==> src/rtl/cpu_pkg.sv <==
// Shared definitions for the accumulator CPU: opcode map, fetch state
// encoding and instruction field layout.
package cpu_pkg;

  // Instruction layout: op = word[DW-1 -: OP_W], operand = word[DW-OP_W-1:0]
  localparam int unsigned OP_W = 4;

  // Fetch FSM state encoding
  typedef enum logic [1:0] {
    FETCH_IDLE  = 2'd0,
    FETCH_WAIT  = 2'd1,
    FETCH_VALID = 2'd2
  } fetch_state_e;

  // Opcode map
  localparam logic [OP_W-1:0] OP_ADD  = 4'h0;
  localparam logic [OP_W-1:0] OP_SUB  = 4'h1;
  localparam logic [OP_W-1:0] OP_NOR  = 4'h2;
  localparam logic [OP_W-1:0] OP_MOVR = 4'h3;
  localparam logic [OP_W-1:0] OP_MOVA = 4'h4;
  localparam logic [OP_W-1:0] OP_JZRS = 4'h5;
  localparam logic [OP_W-1:0] OP_JZIM = 4'h6;
  localparam logic [OP_W-1:0] OP_JCRS = 4'h7;
  localparam logic [OP_W-1:0] OP_JCIM = 4'h8;
  localparam logic [OP_W-1:0] OP_SHL  = 4'h9;
  localparam logic [OP_W-1:0] OP_SHR  = 4'hA;
  localparam logic [OP_W-1:0] OP_LDIM = 4'hB;
  localparam logic [OP_W-1:0] OP_HALT = 4'hC;

endpackage

==> src/rtl/pc_unit.sv <==
// Program counter register with increment and jump-target load.
// Ports:
//   clk, CLB      clock, synchronous active-high reset
//   inc           advance PC by one (modulo 2^AW)
//   load          load the selected jump target (wins over inc)
//   sel           target select: 0 = zero-extended operand, 1 = reg_data
//   operand       immediate jump target from IR
//   reg_data      register-indirect jump target
//   pc            current PC
module pc_unit #(
  parameter int unsigned AW = 8,
  parameter int unsigned OW = 4
) (
  input  logic          clk,
  input  logic          CLB,
  input  logic          inc,
  input  logic          load,
  input  logic          sel,
  input  logic [OW-1:0] operand,
  input  logic [AW-1:0] reg_data,
  output logic [AW-1:0] pc
);

  logic [AW-1:0] pc_d, pc_q;

  // Load has priority; a simultaneous increment is dropped
  always_comb begin
    pc_d = pc_q;
    if (load) begin
      pc_d = sel ? reg_data : AW'(operand);
    end else if (inc) begin
      pc_d = pc_q + AW'(1);
    end
  end

  always_ff @(posedge clk) begin
    if (CLB) pc_q <= '0;
    else     pc_q <= pc_d;
  end

  assign pc = pc_q;

endmodule

==> src/rtl/fetch_unit.sv <==
// Instruction fetch stage: owns PC and IR, fetches from instruction memory
// over a variable-latency req/ack handshake.
// Ports:
//   clk, CLB              clock, synchronous active-high reset
//   LoadIR/IncPC/SelPC/LoadPC  controller commands
//   reg_data              register-indirect jump target
//   imem_req/imem_addr    fetch request and address (registered)
//   imem_ack/imem_rdata   memory response
//   op/operand            IR fields to the controller
//   ir_valid              IR holds an unconsumed completed fetch
//   pc                    current PC
module fetch_unit
  import cpu_pkg::*;
#(
  parameter int unsigned AW = 8,
  parameter int unsigned DW = 8
) (
  input  logic               clk,
  input  logic               CLB,
  input  logic               LoadIR,
  input  logic               IncPC,
  input  logic               SelPC,
  input  logic               LoadPC,
  input  logic [AW-1:0]      reg_data,
  output logic               imem_req,
  output logic [AW-1:0]      imem_addr,
  input  logic               imem_ack,
  input  logic [DW-1:0]      imem_rdata,
  output logic [OP_W-1:0]    op,
  output logic [DW-OP_W-1:0] operand,
  output logic               ir_valid,
  output logic [AW-1:0]      pc
);

  localparam int unsigned OW = DW - OP_W;

  fetch_state_e  state_q, state_d;
  logic [DW-1:0] ir_q, ir_d;
  logic          req_q, req_d;
  logic [AW-1:0] addr_q, addr_d;
  logic          valid_q, valid_d;

  pc_unit #(.AW(AW), .OW(OW)) u_pc (
    .clk      (clk),
    .CLB      (CLB),
    .inc      (IncPC),
    .load     (LoadPC),
    .sel      (SelPC),
    .operand  (operand),
    .reg_data (reg_data),
    .pc       (pc)
  );

  // State register
  always_ff @(posedge clk) begin
    if (CLB) state_q <= FETCH_IDLE;
    else     state_q <= state_d;
  end

  // Next state: LoadIR starts a fetch except while one is outstanding
  always_comb begin
    state_d = state_q;
    unique case (state_q)
      FETCH_IDLE:  if (LoadIR)   state_d = FETCH_WAIT;
      FETCH_WAIT:  if (imem_ack) state_d = FETCH_VALID;
      FETCH_VALID: if (LoadIR)   state_d = FETCH_WAIT;
      default:                   state_d = FETCH_IDLE;
    endcase
  end

  // Output/datapath next values; acks outside WAIT are ignored
  always_comb begin
    ir_d    = ir_q;
    req_d   = req_q;
    addr_d  = addr_q;
    valid_d = valid_q;
    unique case (state_q)
      FETCH_IDLE, FETCH_VALID: begin
        if (LoadIR) begin
          req_d   = 1'b1;
          addr_d  = pc;
          valid_d = 1'b0;
        end
      end
      FETCH_WAIT: begin
        if (imem_ack) begin
          ir_d    = imem_rdata;
          req_d   = 1'b0;
          valid_d = 1'b1;
        end
      end
      default: begin
        req_d   = 1'b0;
        valid_d = 1'b0;
      end
    endcase
  end

  always_ff @(posedge clk) begin
    if (CLB) begin
      ir_q    <= '0;
      req_q   <= 1'b0;
      addr_q  <= '0;
      valid_q <= 1'b0;
    end else begin
      ir_q    <= ir_d;
      req_q   <= req_d;
      addr_q  <= addr_d;
      valid_q <= valid_d;
    end
  end

  assign imem_req  = req_q;
  assign imem_addr = addr_q;
  assign ir_valid  = valid_q;
  assign op        = ir_q[DW-1 -: OP_W];
  assign operand   = ir_q[OW-1:0];

endmodule

==> config.mk <==
export PLATFORM = sky130hd
export DESIGN_NAME = fetch_unit
export DESIGN_NICKNAME = d
export VERILOG_FILES = /design/src/rtl/cpu_pkg.sv /design/src/rtl/pc_unit.sv /design/src/rtl/fetch_unit.sv
export SDC_FILE = /design/constraint.sdc
export NUM_CORES = 1
export LEC_CHECK = 0
export ABC_CLOCK_PERIOD_IN_PS = 3200
export BUFFER_PORTS_ARGS = -buffer_cell sky130_fd_sc_hd__buf_4
export CAP_MARGIN = 20
export CORE_UTILIZATION = 40
export CTS_BUF_LIST = sky130_fd_sc_hd__clkbuf_2 sky130_fd_sc_hd__clkbuf_4 sky130_fd_sc_hd__clkbuf_8
export CTS_CLUSTER_DIAMETER = 40
export DETAILED_ROUTE_END_ITERATION = 16
export PLACE_DENSITY_LB_ADDON = 0.2
export SETUP_SLACK_MARGIN = 0.15
export SYNTH_ARGS = -nofsm -noshare
export SYNTH_HDL_FRONTEND = slang
export SYNTH_HIERARCHICAL = 1
export SYNTH_SLANG_ARGS = --single-unit
==> constraint.sdc <==
create_clock -name clk -period 3.2 [get_ports clk]
set_input_delay 0.32 -clock clk [delete_from_list [all_inputs] [get_ports clk]]
set_output_delay 0.32 -clock clk [all_outputs]
set_load 0.05 [all_outputs]
# --- After elaboration in Yosys (flattened, before gate mapping) ---
# Cells that the tools add are included.
word_totals:
  reg_bits: 28
  input_bits: 23
  out_inout_bits: 26
  word_cells: 29
op_classes:
  addsub: 1
  eq_ne: 4
  mux: 12
  reduce_logical: 6
op_table:
  columns: ["operator", "n"]
  rows:
  - ["$mux W8", 3]
  - ["$add A8 B1 Y8 const B", 1]
  - ["$reduce_and A2 Y1", 3]
  - ["$mux W1", 4]
  - ["$mux W2", 2]
  - ["$pmux W1 S2", 2]
  - ["$pmux W2 S2", 1]
  - ["$eq A2 B1 Y1 const B", 1]
  - ["$eq A2 B2 Y1 const B", 1]
  - ["$logic_not A2 Y1", 1]
  - ["$ne A2 B1 Y1 const B", 1]
  - ["$ne A2 B2 Y1 const B", 1]
  - ["$reduce_bool A2 Y1", 1]
  - ["$reduce_or A2 Y1", 1]

# --- Longest topological paths before layout ---
logic_depth:
  depth_word: 4
  depth_mapped: 5
  mapped_depth_nobuf: 4

# --- Hierarchy ---
# Netlist, hierarchy kept.
modules_own_cells:
  columns: ["mod", "instances", "cells_each", "area_each_um2", "seq_area_each_um2"]
  rows:
  - ["fetch_unit", 1, 85, 688.2, 380.4]
  - ["pc_unit", 1, 57, 503.0, 160.2]

# --- Worst setup path after synthesis ---
# OpenSTA, ideal clock, no wires.
synth_path:
  path_kind: "reg-to-reg"
  start: "register u_pc.pc_q[0], in the netlist u_pc/pc[0]"
  end: "register u_pc.pc_q[6], in the netlist u_pc/pc[6]"
  setup_time_ps: 120
  arrival_time_ps: 1484
  required_ps: 3080
  slack_ps: 1596
  path_stages_with_launch: 5
  n_path_buf: 0
  period_less_slack_ps: 1604
  cell_sequence: "dfxtp_1 > ha_1 > nand2_1 > o21a_1 > o31a_1"
synth_via:
  elab_chain_cells: 3
synth_lines:
  columns: ["element", "line_no", "source"]
  rows:
  - ["start: declaration", "pc_unit.sv:24", "logic [AW-1:0] pc_d, pc_q;"]
  - ["start signal: assignment", "pc_unit.sv:38", "else pc_q <= pc_d;"]
  - ["$add A8 B1 Y8", "pc_unit.sv:32", "pc_d = pc_q + AW'(1);"]
  - ["$mux W8", "pc_unit.sv:31", "end else if (inc) begin"]
  - ["$mux W8", "pc_unit.sv:29", "if (load) begin"]
# No other way between the ends. The select of a mux whose other input is x is not followed.
# A chain may end at the register's enable or synchronous reset.

# --- Final worst setup path ---
layout_path:
  start: "register u_pc.pc_q[2], in the netlist u_pc/pc[2]"
  end: "output pc[2]"
layout_lines:
  columns: ["element", "line_no", "source"]
  rows:
  - ["end: declaration", "fetch_unit.sv:32", "output logic [AW-1:0] pc"]
# No word-level cell between the ends.

==> results.txt <==
status: complete, no violations
DR iter-0 viols: 36
slew at the pin with the worst max-slew slack: 0.477 ns
final WL: 2.68 mm
Slowest Stage Delay on Critical Path: 0.50 ns
pwr dens: 432 mW/mm²
Root Buffer: clkbuf_4
worst hold start: imem_rdata[6]
hold path depth: 3
initial antenna violation count: 0
Ys Warns: 6
H-tree Lvls: 1
DRC: 0
share of post-route cells with drive strength above 1: 29.9%
post-synthesis mux area share: 3.36%
port bufs: 48
R2R setup slack: 1.88 ns
sequential element share of the synthesized area: 45.4%
Leakage: 0.000664 µW
Detail Placement HPWL: 1.97 mm
routed vias/inst: 5.28
post-route minimum period: 1.40 ns
Inserted Diodes: 0
R2R Path Start: u_pc/pc[0]$_SDFFE_PP0P_
Syn Inst Count: 142
peak supply drop: 0.291 mV
PostCTS Resize Cnt: 0
CTS buffer count: 3
Starting Density: 42.8%
Post-CTS Setup Bufs: 0
Pre-antenna DRT Iters: 4
slew margin rel.: 68.1%
Placed Cells: 211
drt wl/cell: 12.5 µm
vias in the first global route: 1117
P&R area growth vs syn: 31.1%
Tcrit/Tclk final: 43.8%
Die Ht: 56.6 µm
Synth Area in Compound Gates: 18.7%
Synth Area per Inst: 8.39 µm²
Worst R2R End: u_pc/pc[6]$_SDFFE_PP0P_
via count: 1136
crit-path cells: buf_4
Worst path slowest cell: dfxtp_1
first-pass GRT wire length: 4.66 mm
Hold-fix buffers, CTS: 0
CTS clock-pin slew for the worst setup and hold paths: 0.15 ns
Antenna Nets Post-Route: 0
post-synthesis simple-gate area fraction: 23.3%
Synth Area in XOR/XNOR: 2.94%
r2r worst-path depth: 4
Crit Path Class: flip-flop to output pin
remaining global-route overflow: 0
CTS tree: done
WP data required: 2.88 ns
gp weighted congestion: 0.799
netlist area before placement: 0.00119 mm²
WP data arrival: 1.08 ns
Post-Synth Adder-Cell Area: 1.05%
Mapped Nets: 166
fin cells: 215
Cell variety after synth: 33
peak fanout along the critical path: 6
Die Area: 0.00320 mm²
largest net degree at the start of global routing: 29
core outline area: 0.00278 mm²
Final Slew Violations: 0
clk_lat worst skew: 0.32 ns
Buf/Inv on CP: 1
Final Core Density: 56.1%
Worst Setup End Kind: output pin
Startpoint Class: flip-flop
largest family of logic cells by synthesized area: simple AND/OR/NAND/NOR gates
Max-Cap Viols: 0
setup TNS: 0 ns
critical path's top delay family: flip-flops
Hold Fails Final Rpt: 0
die width: 56.6 µm
Hold WC Path Type: input pin to flip-flop
clock buffer depth: 2
f_max: 0.713 GHz
skew final: 0.00419 ns
Yosys reg bits: 27
GRT Util Overall: 18.1%
Worst Hold Endpoint: ir_q[6]$_SDFFE_PP0P_
Nets: 209
Setup-failing EPs final: 0
RSZ-0062 raised after global routing: false
FP Rows: 19
io pins: 49
Sink Count: 27
## flip-flops by register name, summed over array words and instances, names as in the netlist
register	flops
imem_addr	8
ir_valid	1
u_pc/pc	8
ir_q	8
state_q	2
## worst max path at each step
stage	depth (start not counted)	endpoint	start	slack, ns
after floorplan	4	u_pc/pc[6]$_SDFFE_PP0P_	u_pc/pc[0]$_SDFFE_PP0P_	1.60
after global placement	4	u_pc/pc[6]$_SDFFE_PP0P_	u_pc/pc[0]$_SDFFE_PP0P_	1.95
after detailed placement	4	u_pc/pc[6]$_SDFFE_PP0P_	u_pc/pc[0]$_SDFFE_PP0P_	1.90
after CTS	1	pc[2]	u_pc/pc[2]$_SDFFE_PP0P_	1.78
after global routing	1	pc[2]	u_pc/pc[2]$_SDFFE_PP0P_	1.74
final	1	pc[2]	u_pc/pc[2]$_SDFFE_PP0P_	1.80
## power breakdown
group	switching, µW	leakage (µW)	internal [µW]	total, µW
clock	102	0.0000139	47.8	150
sequential	18.3	0.000221	353	371
combinational	97.0	0.000430	57.5	154
total	218	0.000664	458	675
## routing by layer
layer	global-route usage, %	vias up	routed length (µm)
met5	0	-	0
met2	31.3	45	1350
met4	5.92	0	19
met1	22.7	517	1140
met3	3.23	2	180
li1	-	572	-
## cells in the final DEF, fill, tap and decap left out, types with 3 or more instances in the layout
master	instances
a211oi_1	5
mux2i_1	4
buf_4	48
clkbuf_4	3
nand2_1	37
nor2_1	5
dfxtp_1	27
xor2_1	3
a21oi_1	23
o21a_1	3
## stage by stage
step / setup slack (ns) / hold slack (ns) / instance area [µm²] / total power, µW
after floorplan: 1.60 / 0.456 / 1190 / 481
after global placement: 1.95 / 0.445 / 1530 / 531
after detailed placement: 1.90 / 0.451 / 1530 / 534
after CTS: 1.78 / 0.203 / 1560 / 686
after global routing: 1.74 / 0.202 / 1560 / 713
final: 1.80 / 0.221 / 1560 / 675
## cell type report
type / count / area (µm²)
Tap cell: 31 / 38.8
Clock inverter: 1 / 7.51
Inverter: 1 / 3.75
Fill cell: 273 / 1220
Multi-Input combinational cell: 104 / 588
Clock buffer: 3 / 22.5
Timing Repair Buffer: 48 / 360
Sequential cell: 27 / 541
## cells by family (layout without fill, tap and decap cells)
| kind of cell | count (synthesis) | in the layout |
|---|---|---|
| AOI/OAI and AO/OA | 37 | 37 |
| xor gates and xnor gates | 4 | 4 |
| adders and majority gates | 1 | 1 |
| buffers and inverters | 11 | 53 |
| DFF | 27 | 27 |
| muxes | 4 | 4 |
| and+or+nand+nor | 58 | 58 |
## synthesized netlist by cell type
cell type | n | area (µm²)
a211oi_1 | 5 | 37.5
a21o_1 | 1 | 7.51
a21oi_1 | 23 | 115
a31oi_1 | 1 | 6.26
and2b_2 | 1 | 8.76
and3b_1 | 1 | 8.76
buf_1 | 1 | 3.75
buf_2 | 5 | 25.0
buf_4 | 2 | 15.0
buf_6 | 1 | 11.3
clkbuf_1 | 1 | 3.75
dfxtp_1 | 27 | 541
ha_1 | 1 | 12.5
inv_1 | 1 | 3.75
mux2i_1 | 4 | 40.0
nand2_1 | 37 | 139
nand2b_1 | 1 | 6.26
nand3_1 | 1 | 5.00
nand3b_1 | 2 | 15.0
nand4_1 | 1 | 6.26
nand4_2 | 2 | 25.0
nor2_1 | 5 | 18.8
nor2b_1 | 2 | 12.5
nor3_1 | 2 | 10.0
nor3b_1 | 1 | 7.51
o211ai_1 | 1 | 7.51
o21a_1 | 3 | 22.5
o221ai_1 | 1 | 8.76
o31a_1 | 2 | 17.5
or2_0 | 1 | 6.26
or3b_1 | 1 | 8.76
xnor2_1 | 1 | 8.76
xor2_1 | 3 | 26.3
No activity file was read; power rests on OpenSTA's default activity.
